`src/rtl/al_clk_pkg.sv`:
```
// Shared types and constants for the alarm-clock keypad time-entry path.
package al_clk_pkg;

    localparam logic [3:0] KEY_ENTER  = 4'hA;
    localparam logic [3:0] KEY_CLEAR  = 4'hB;
    localparam int         MAX_DIGITS = 4;

    typedef enum logic [1:0] {
        IDLE  = 2'd0,
        ENTRY = 2'd1,
        LOAD  = 2'd2
    } key_state_e;

    typedef struct packed {
        logic [3:0] ms_hour;
        logic [3:0] ls_hour;
        logic [3:0] ms_min;
        logic [3:0] ls_min;
    } bcd_time_t;

    function automatic logic is_digit(input logic [3:0] code);
        return code <= 4'd9;
    endfunction

endpackage

```
`src/rtl/al_bcd_time_check.sv`:
```
// Combinational HH:MM BCD validity check; any non-decimal nibble makes the time invalid.
module al_bcd_time_check
    import al_clk_pkg::*;
(
    input  bcd_time_t i_time,
    output logic      o_valid
);

    logic w_hour_ok;
    logic w_min_ok;

    always_comb begin
        w_hour_ok = (i_time.ms_hour <= 4'd2) && (i_time.ls_hour <= 4'd9)
                  && !((i_time.ms_hour == 4'd2) && (i_time.ls_hour > 4'd3));
        w_min_ok  = (i_time.ms_min <= 4'd5) && (i_time.ls_min <= 4'd9);
        o_valid   = w_hour_ok && w_min_ok;
    end

endmodule

```
`src/rtl/al_clk_key_entry.sv`:
```
// Keypad HH:MM entry FSM feeding the time counter's time_in/load_new_time inputs.
// Optional idle-timeout abandonment is built when AL_KEY_TIMEOUT_EN is defined.
module al_clk_key_entry
    import al_clk_pkg::*;
#(
    parameter int TIMEOUT_TICKS = 2560,
    parameter int TMR_W         = 12
) (
    input  logic        clk256,
    input  logic        reset_n,
    input  logic        key_valid,
    input  logic [3:0]  key_code,
    output logic [15:0] time_out,
    output logic        load_new_time,
    output logic [15:0] entry_buf,
    output logic [2:0]  digit_cnt,
    output logic        entry_active,
    output logic        entry_error
);

    key_state_e  r_state, w_state_next;
    logic [15:0] r_buf, w_buf_next;
    logic [2:0]  r_cnt, w_cnt_next;
    logic [15:0] r_time, w_time_next;
    logic        r_load, w_load_next;
    logic        r_err, w_err_next;
    logic        w_valid;
    logic        w_expired;

    al_bcd_time_check u_check (
        .i_time  (bcd_time_t'(r_buf)),
        .o_valid (w_valid)
    );

`ifdef AL_KEY_TIMEOUT_EN
    logic [TMR_W-1:0] r_tmr;

    // Counts idle cycles in ENTRY only; any key (even an ignored code) restarts it.
    always_ff @(posedge clk256) begin
        if (!reset_n || r_state != ENTRY || key_valid)
            r_tmr <= '0;
        else
            r_tmr <= r_tmr + 1'b1;
    end

    assign w_expired = (r_tmr == TMR_W'(TIMEOUT_TICKS - 1));
`else
    assign w_expired = 1'b0;
`endif

    always_comb begin
        w_state_next = r_state;
        w_buf_next   = r_buf;
        w_cnt_next   = r_cnt;
        w_time_next  = r_time;
        w_load_next  = 1'b0;
        w_err_next   = 1'b0;
        case (r_state)
            IDLE: begin
                if (key_valid && is_digit(key_code)) begin
                    w_buf_next   = {12'h000, key_code};
                    w_cnt_next   = 3'd1;
                    w_state_next = ENTRY;
                end
            end
            ENTRY: begin
                if (key_valid) begin
                    if (is_digit(key_code)) begin
                        w_buf_next = {r_buf[11:0], key_code};
                        if (r_cnt != 3'(MAX_DIGITS))
                            w_cnt_next = r_cnt + 3'd1;
                    end else if (key_code == KEY_ENTER) begin
                        if (r_cnt == 3'(MAX_DIGITS) && w_valid) begin
                            w_state_next = LOAD;
                        end else begin
                            w_err_next   = 1'b1;
                            w_buf_next   = '0;
                            w_cnt_next   = '0;
                            w_state_next = IDLE;
                        end
                    end else if (key_code == KEY_CLEAR) begin
                        w_buf_next   = '0;
                        w_cnt_next   = '0;
                        w_state_next = IDLE;
                    end
                end else if (w_expired) begin
                    w_buf_next   = '0;
                    w_cnt_next   = '0;
                    w_state_next = IDLE;
                end
            end
            LOAD: begin
                // Keys arriving here are deliberately dropped.
                w_time_next  = r_buf;
                w_load_next  = 1'b1;
                w_buf_next   = '0;
                w_cnt_next   = '0;
                w_state_next = IDLE;
            end
            default: begin
                w_buf_next   = '0;
                w_cnt_next   = '0;
                w_state_next = IDLE;
            end
        endcase
    end

    always_ff @(posedge clk256) begin
        if (!reset_n) begin
            r_state <= IDLE;
            r_buf   <= '0;
            r_cnt   <= '0;
            r_time  <= '0;
            r_load  <= 1'b0;
            r_err   <= 1'b0;
        end else begin
            r_state <= w_state_next;
            r_buf   <= w_buf_next;
            r_cnt   <= w_cnt_next;
            r_time  <= w_time_next;
            r_load  <= w_load_next;
            r_err   <= w_err_next;
        end
    end

    assign time_out      = r_time;
    assign load_new_time = r_load;
    assign entry_buf     = r_buf;
    assign digit_cnt     = r_cnt;
    assign entry_active  = (r_state == ENTRY);
    assign entry_error   = r_err;

endmodule

```
`config.mk`:
```
export PLATFORM = sky130hd
export DESIGN_NAME = al_clk_key_entry
export DESIGN_NICKNAME = d
export VERILOG_FILES = /design/src/rtl/al_clk_pkg.sv /design/src/rtl/al_bcd_time_check.sv /design/src/rtl/al_clk_key_entry.sv
export SDC_FILE = /design/constraint.sdc
export NUM_CORES = 1
export LEC_CHECK = 0
export CAP_MARGIN = 20
export CELL_PAD_IN_SITES_DETAIL_PLACEMENT = 0
export CELL_PAD_IN_SITES_GLOBAL_PLACEMENT = 2
export CORE_MARGIN = 4
export CORE_UTILIZATION = 27
export DETAILED_ROUTE_END_ITERATION = 6
export GPL_TIMING_DRIVEN = 0
export PLACE_DENSITY = 0.9
export SYNTH_ARGS = -nofsm -noshare
export SYNTH_HDL_FRONTEND = slang
export SYNTH_SLANG_ARGS = --single-unit
export TNS_END_PERCENT = 50
```
`constraint.sdc`:
```
create_clock -name clk256 -period 2.2 [get_ports clk256]
set_input_delay 0.33 -clock clk256 [delete_from_list [all_inputs] [get_ports clk256]]
set_output_delay 0.33 -clock clk256 [all_outputs]
set_load 0.02 [all_outputs]
```
## Word level (Yosys, flattened, before mapping)

Index checks and enable logic that the tools add are counted.

- Output and inout bits: 38
- Register bits: 39
- Logic and storage cells: 68

- Order comparisons: 6
- Reduce and logical (&&, ||, !) cells: 13
- $add $sub $neg: 1
- Eq/ne operators: 14
- Bitwise gates (word level): 4
- Muxes and demuxes: 24

Operators by type and width:

| operator | count |
|---|---|
| 16-bit two-way mux | 6 |
| 16-bit case mux with 2 select lines | 1 |
| 3-bit two-way mux | 7 |
| 4-bit less-or-equal comparator, second input constant | 3 |
| 2-bit two-way mux | 6 |
| 4-bit equality test, second input constant | 2 |
| 4-bit AND reduction | 2 |
| 1-bit logical AND | 7 |
| 2-bit != test, second input constant | 3 |
| 3-bit case mux with 2 select lines | 1 |
| 5-bit AND reduction | 1 |
| 5-bit OR reduction | 1 |
| 4-bit by 2-bit equality test with 1-bit output, second input constant | 1 |
| 4-bit by 2-bit > comparator with 1-bit output, second input constant | 1 |
| 4-bit by 2-bit less-or-equal comparator with 1-bit output, second input constant | 1 |
| 4-bit by 3-bit less-or-equal comparator with 1-bit output, second input constant | 1 |
| 4-bit by 1-bit != test with 1-bit output, second input constant | 1 |
| 4-bit != test, second input constant | 1 |
| 1-bit NOT | 4 |
| 2-bit case mux with 2 select lines | 1 |
| 3-bit by 1-bit adder with 3-bit output, second input constant | 1 |
| 3-bit equality test, second input constant | 1 |
| 3-bit by 1-bit != test with 1-bit output, second input constant | 1 |
| 3-bit by 2-bit != test with 1-bit output, second input constant | 1 |
| 6 further kinds | 7 |

## Longest topological paths before layout

Gate-level depths: netlist (run 1).

- Depth in word-level cells: 11
- Mapped depth: 8
- Depth with buffers taken out: 7

## Cells and area by module

A second synthesis (run 1) with hierarchy kept.

- Cell total of the unflattened synthesis: 199
- Area total of the unflattened synthesis: 1692.9 um^2

By module, submodules not included:

| module | area each (um^2) | cells an instance | sequential area each (um^2) | times used |
|---|---|---|---|---|
| al_clk_key_entry | 1650.3 | 194 | 780.7 | 1 |
| al_bcd_time_check | 42.5 | 5 | 0.0 | 1 |

## Worst setup path after synthesis (run 1)

Ideal clock, no wire load.

- Path kind: reg-to-reg
- Start point: reg r_cnt[0], in the netlist digit_cnt[0]
- End point: reg r_cnt[2], in the netlist digit_cnt[2]
- Stages on the path, launching flop included: 8
- Data arrival time: 1.700 ns
- Path slack: 0.381 ns
- Clock period less this slack: 1.819 ns
- Path buffers: 0
- Cells stage by stage: dfxtp_1 > inv_1 > ha_1 > nand2_1 > nand4b_1 > o31ai_4 > nor2_1 > o221a_2

- Word-level cells in the longest chain between the ends: 5
- Elaborated cells on any way between the ends: 11
- Classes of those cells: 1 x add/sub; 4 x eq/ne; 4 x mux; 2 x reduce/logical

Ends and longest elaborated chain:

| element | RTL line | RTL |
|---|---|---|
| from (decl) | al_clk_key_entry.sv:23 | `logic [2:0] r_cnt, w_cnt_next;` |
| from (signal assigned) | al_clk_key_entry.sv:119 | `r_cnt <= w_cnt_next;` |
| 3-bit by 1-bit adder with 3-bit output | al_clk_key_entry.sv:71 | `w_cnt_next = r_cnt + 3'd1;` |
| 3-bit two-way mux | al_clk_key_entry.sv:70 | `if (r_cnt != 3'(MAX_DIGITS))` |
| 3-bit two-way mux | al_clk_key_entry.sv:68 | `if (is_digit(key_code)) begin` |
| 3-bit two-way mux | al_clk_key_entry.sv:67 | `if (key_valid) begin` |
| 3-bit case mux with 2 select lines | al_clk_key_entry.sv:58 | `case (r_state)` |

Parallel ways exist; a longest one is shown, timed or not. The select of a mux whose other input is x is not followed.
A chain may end at the register's enable or synchronous reset.

## Final worst setup path (run 1)

- Start point: in key_code[2]
- End point: reg r_buf[15], in the netlist entry_buf[15]

- Word-level cells in the longest chain between the ends: 5
- Elaborated cells on any way between the ends: 12
- Classes of those cells: 1 x order compare; 5 x eq/ne; 4 x mux; 2 x reduce/logical

Ends and longest elaborated chain:

| element | RTL line | RTL |
|---|---|---|
| from (decl) | al_clk_key_entry.sv:12 | `input logic [3:0] key_code,` |
| branches (longest 5 deep; another with 4-bit less-or-equal comparator) | - |  |
| to (signal assigned) | al_clk_key_entry.sv:118 | `r_buf <= w_buf_next;` |
| to (decl) | al_clk_key_entry.sv:22 | `logic [15:0] r_buf, w_buf_next;` |

Several ways; the timed one is not identified. The select of a mux whose other input is x is not followed.

==> results by group, run 1 <==
Final layout
  – Fill cell count: between 600 and 700
  – Area growth, synth to finish: 37.8%
  – Layout cells sized above 1: 0.0824
  – Cell area after layout: between 2000 and 2500 um^2
  – Final nets: about 260
  – Core Util, Final: 0.387
  – Diode count: 0

Synthesis
  – Syn Inst Count: about 210
  – Cell area after synthesis: approximately 1700 um^2
  – Synth unique cells: 32
  – Syn Nets: 214
  – Synth Register Bits: 39
  – Yosys warns: 0
  – Mean Syn Cell Area: between 8 and 9 um^2
  – Seq/Total Area, Yosys: 0.467

Timing
  – Final setup fails: 0
  – Minimum clock period: between 2 and 2.5 ns
  – Rel. slew slack: 0.624
  – Hold Violations, Final: 0
  – Fmax: just under 500 MHz
  – Hold_ws: between 0.3 and 0.4 ns
  – Clk_skew: around 0.007 ns
  – Final period util: 0.914
  – RSZ-0062 raised after global routing: false
  – Worst Max-Slew Pin Slew: roughly 0.56 ns
  – Max Slew Vio Count: 0

Clocking
  – Clock sink count: 39
  – Clock insertion delay at the later pin of the skew report: 0.29 ns
  – Clk pin slew, worst setup/hold paths: 0.08 ns
  – Setup bufs post-CTS: 0
  – Clock tree from TritonCTS: done
  – CTS max path bufs: 2
  – H-tree levels: 2
  – Clock root cell: clkbuf_8
  – Post-CTS Resized: 0
  – TritonCTS Buffers: 5

Worst setup path
  – Setup crit start kind: primary input
  – Buf+Inv Stages, Crit Path: 2
  – CP delay by family, top: buffers and inverters
  – Flop-to-flop setup slack: roughly 0.24 ns
  – CP endpoint kind: flop
  – Crit Path Category: primary input to flop
  – CP max stage cell: or4_4
  – Worst-path fanout max: 10
  – Worst-path cell chain: clkdlybuf4s50_1 -> or4_4 -> o31ai_4 -> buf_6 -> nand3_1 -> o21ai_0
  – Highest cell delay on the worst timing path: ~0.56 ns
  – Data required, critical path: ~2.4 ns
  – Arr. time, crit path: ~2.2 ns

GRT
  – Global-route wire length before repair: roughly 7.2 mm
  – Initial antenna violation count: 0
  – Total gr overflow: 0
  – Total GRT Usage: 0.119
  – Largest net degree at the start of global routing: 14
  – Vias in the first global route: 1480

Drt
  – First-pass DRT Iterations: 4
  – Drc violations: 0
  – Vias per inst: ~4.7
  – DR vias: between 1500 and 2000
  – Avg WL per Cell: 12.7 um
  – Initial DRC count: between 70 and 80
  – Routed WL: 4.20 mm
  – DRT antenna net count: 0

Outcome
  – Status: finished, final reports clean

Die
  – Die Ht: 86.7 um
  – FP Rows: 28
  – Num ports: 45
  – Die Width: between 80 and 90 um
  – Die ar.: 7520 um^2
  – Initial Utilization: 0.281
  – Core Footprint: between 5000 and 6000 um^2

Placed design
  – DP Area: approximately 2200 um^2
  – DPL Wire Length: ~3.2 mm
  – I/O Buffers: 43
  – Final RePlAce weighted congestion: 0.838

Job
  – Number of max-cap violations: 0

Min path
  – Hold Crit Class: primary input to flop

Power and ir drop
  – Cell Pwr Density: 631 nW/um^2
  – LEAKAGE: just under 0.8 nW
  – Worst VDD drop: roughly 270 uV
-- stage by stage --
stage	setup TNS, ns	std cells	power [mW]	setup WS, ns
after floorplan	0	205	0.826	0.381
after CTS	0	331	1.48	0.0929
after detailed placement	-2.48	323	0.881	-0.209
final	0	330	1.45	0.190
after global routing	0	330	1.52	0.0204
after global placement	-2.52	323	0.881	-0.199
-- where the power goes --
group	total, mW	switching [mW]	internal, mW
registers	0.725	0.0109	0.715
logic	0.137	0.0777	0.0589
clock network	0.593	0.255	0.338
-- sequential cells by signal, summed over array words and instances, names as in the netlist --
name / cells
entry_buf: 16
time_out: 16
digit_cnt: 3
r_state: 2
entry_error: 1
load_new_time: 1
-- cell type report --
class / instances / area [um^2] / share of cell area
inverters: 6 / 22.5 / 0.00977
clock buffers: 5 / 68.8 / 0.0298
flip-flops and latches: 39 / 781 / 0.339
plain buffers: 12 / 78.8 / 0.0342
well taps: 75 / 93.8 / 0.0407
repair buffers: 43 / 430 / 0.187
multi-input cells: 147 / 787 / 0.341
clock inverters: 3 / 43.8 / 0.0190
-- timing repair --
| item | CTS | global route |
|---|---|---|
| hold endpoints to repair | 0 | 0 |
| setup endpoints to repair | 0 | 10 |
| hold buffers | 0 | 0 |
-- metal layers --
| layer | share of wire | up-vias | track usage | wire length (um) |
|---|---|---|---|---|
| met5 | 0 | - | 0 | 0 |
| met4 | 0.0093 | 0 | 0.0354 | 39 |
| met3 | 0.062 | 5 | 0.0342 | 259 |
| met2 | 0.46 | 39 | 0.191 | 1950 |
| met1 | 0.47 | 707 | 0.155 | 1960 |
| li1 | - | 791 | - | - |
-- kinds of logic after synthesis --
kind of cell,synth area share
AO/OA/AOI/OAI,0.194
adder cells (fa/ha/maj),0.0150
multiplexers,0.00598
flip-flops,0.467
buffers and inverters,0.0628
AND/OR/NAND/NOR,0.255
-- layout by cell type, fill, tap and decap left out, types with 2 or more instances in the layout --
master	netlist	layout
o21ai_0	16	16
inv_1	6	6
nor3_1	3	3
buf_2	3	3
a21boi_0	16	16
a31oi_1	2	2
nand3_1	19	19
clkbuf_8	0	5
a211oi_1	2	2
clkdlybuf4s50_1	0	43
nand2_1	57	57
nor2_1	8	8
nand2b_1	2	2
buf_6	4	4
clkbuf_1	6	5
ha_1	2	2
dfxtp_1	39	39
a21oi_1	3	3
and2_1	2	2
-- synth_stat cells (all sizes together) --
cell type / number / area [um^2]
o221ai: 1 / 8.76
a22oi: 1 / 7.51
or2: 1 / 6.26
nor2: 8 / 30.0
o21ai: 17 / 88.8
a31oi: 2 / 12.5
inv: 6 / 22.5
o21a: 1 / 7.51
o31ai: 1 / 21.3
dfxtp: 39 / 781
a21oi: 3 / 15.0
o221a: 1 / 11.3
clkbuf: 6 / 22.5
a211oi: 2 / 15.0
nor3: 3 / 15.0
nand3: 19 / 95.1
buf: 7 / 60.1
ha: 2 / 25.0
a2111oi: 1 / 8.76
mux2i: 1 / 10.0
o2bb2ai: 1 / 8.76
nor2b: 1 / 6.26
nand4b: 1 / 8.76
a21boi: 16 / 120
nand2b: 3 / 21.3
and2: 2 / 12.5
or4: 1 / 11.3
nand4: 1 / 6.26
nand2: 57 / 214
-- worst reg2reg max path: cells and delay by family (launching register included) --
family | cells | cell delay [ns]
compound gates | 2 | 0.60
fa+ha+maj | 1 | 0.18
buf+inv | 2 | 0.28
flops | 1 | 0.35
simple gates | 3 | 0.47
-- worst paths after layout --
path | start | endpoint | cells after the start
min reg2reg | time_out[0] | time_out[0] | 2
max reg2reg | digit_cnt[0] | entry_buf[15] | 8
min | key_code[3] | entry_buf[3] | 3
max | key_code[2] | entry_buf[15] | 6
Note: power is estimated with default switching activity, not from simulation.
==> inputs of run 2 (changes only) <==
--- a/config.mk
+++ b/config.mk
@@ -10,6 +10,7 @@
 export CELL_PAD_IN_SITES_GLOBAL_PLACEMENT = 2
 export CORE_MARGIN = 4
 export CORE_UTILIZATION = 27
+export CTS_CLUSTER_DIAMETER = 30
 export DETAILED_ROUTE_END_ITERATION = 6
 export GPL_TIMING_DRIVEN = 0
 export PLACE_DENSITY = 0.9
==> results of run 2 <==
Same layout as run 1: the final DEF is identical, and so are final timing and power.
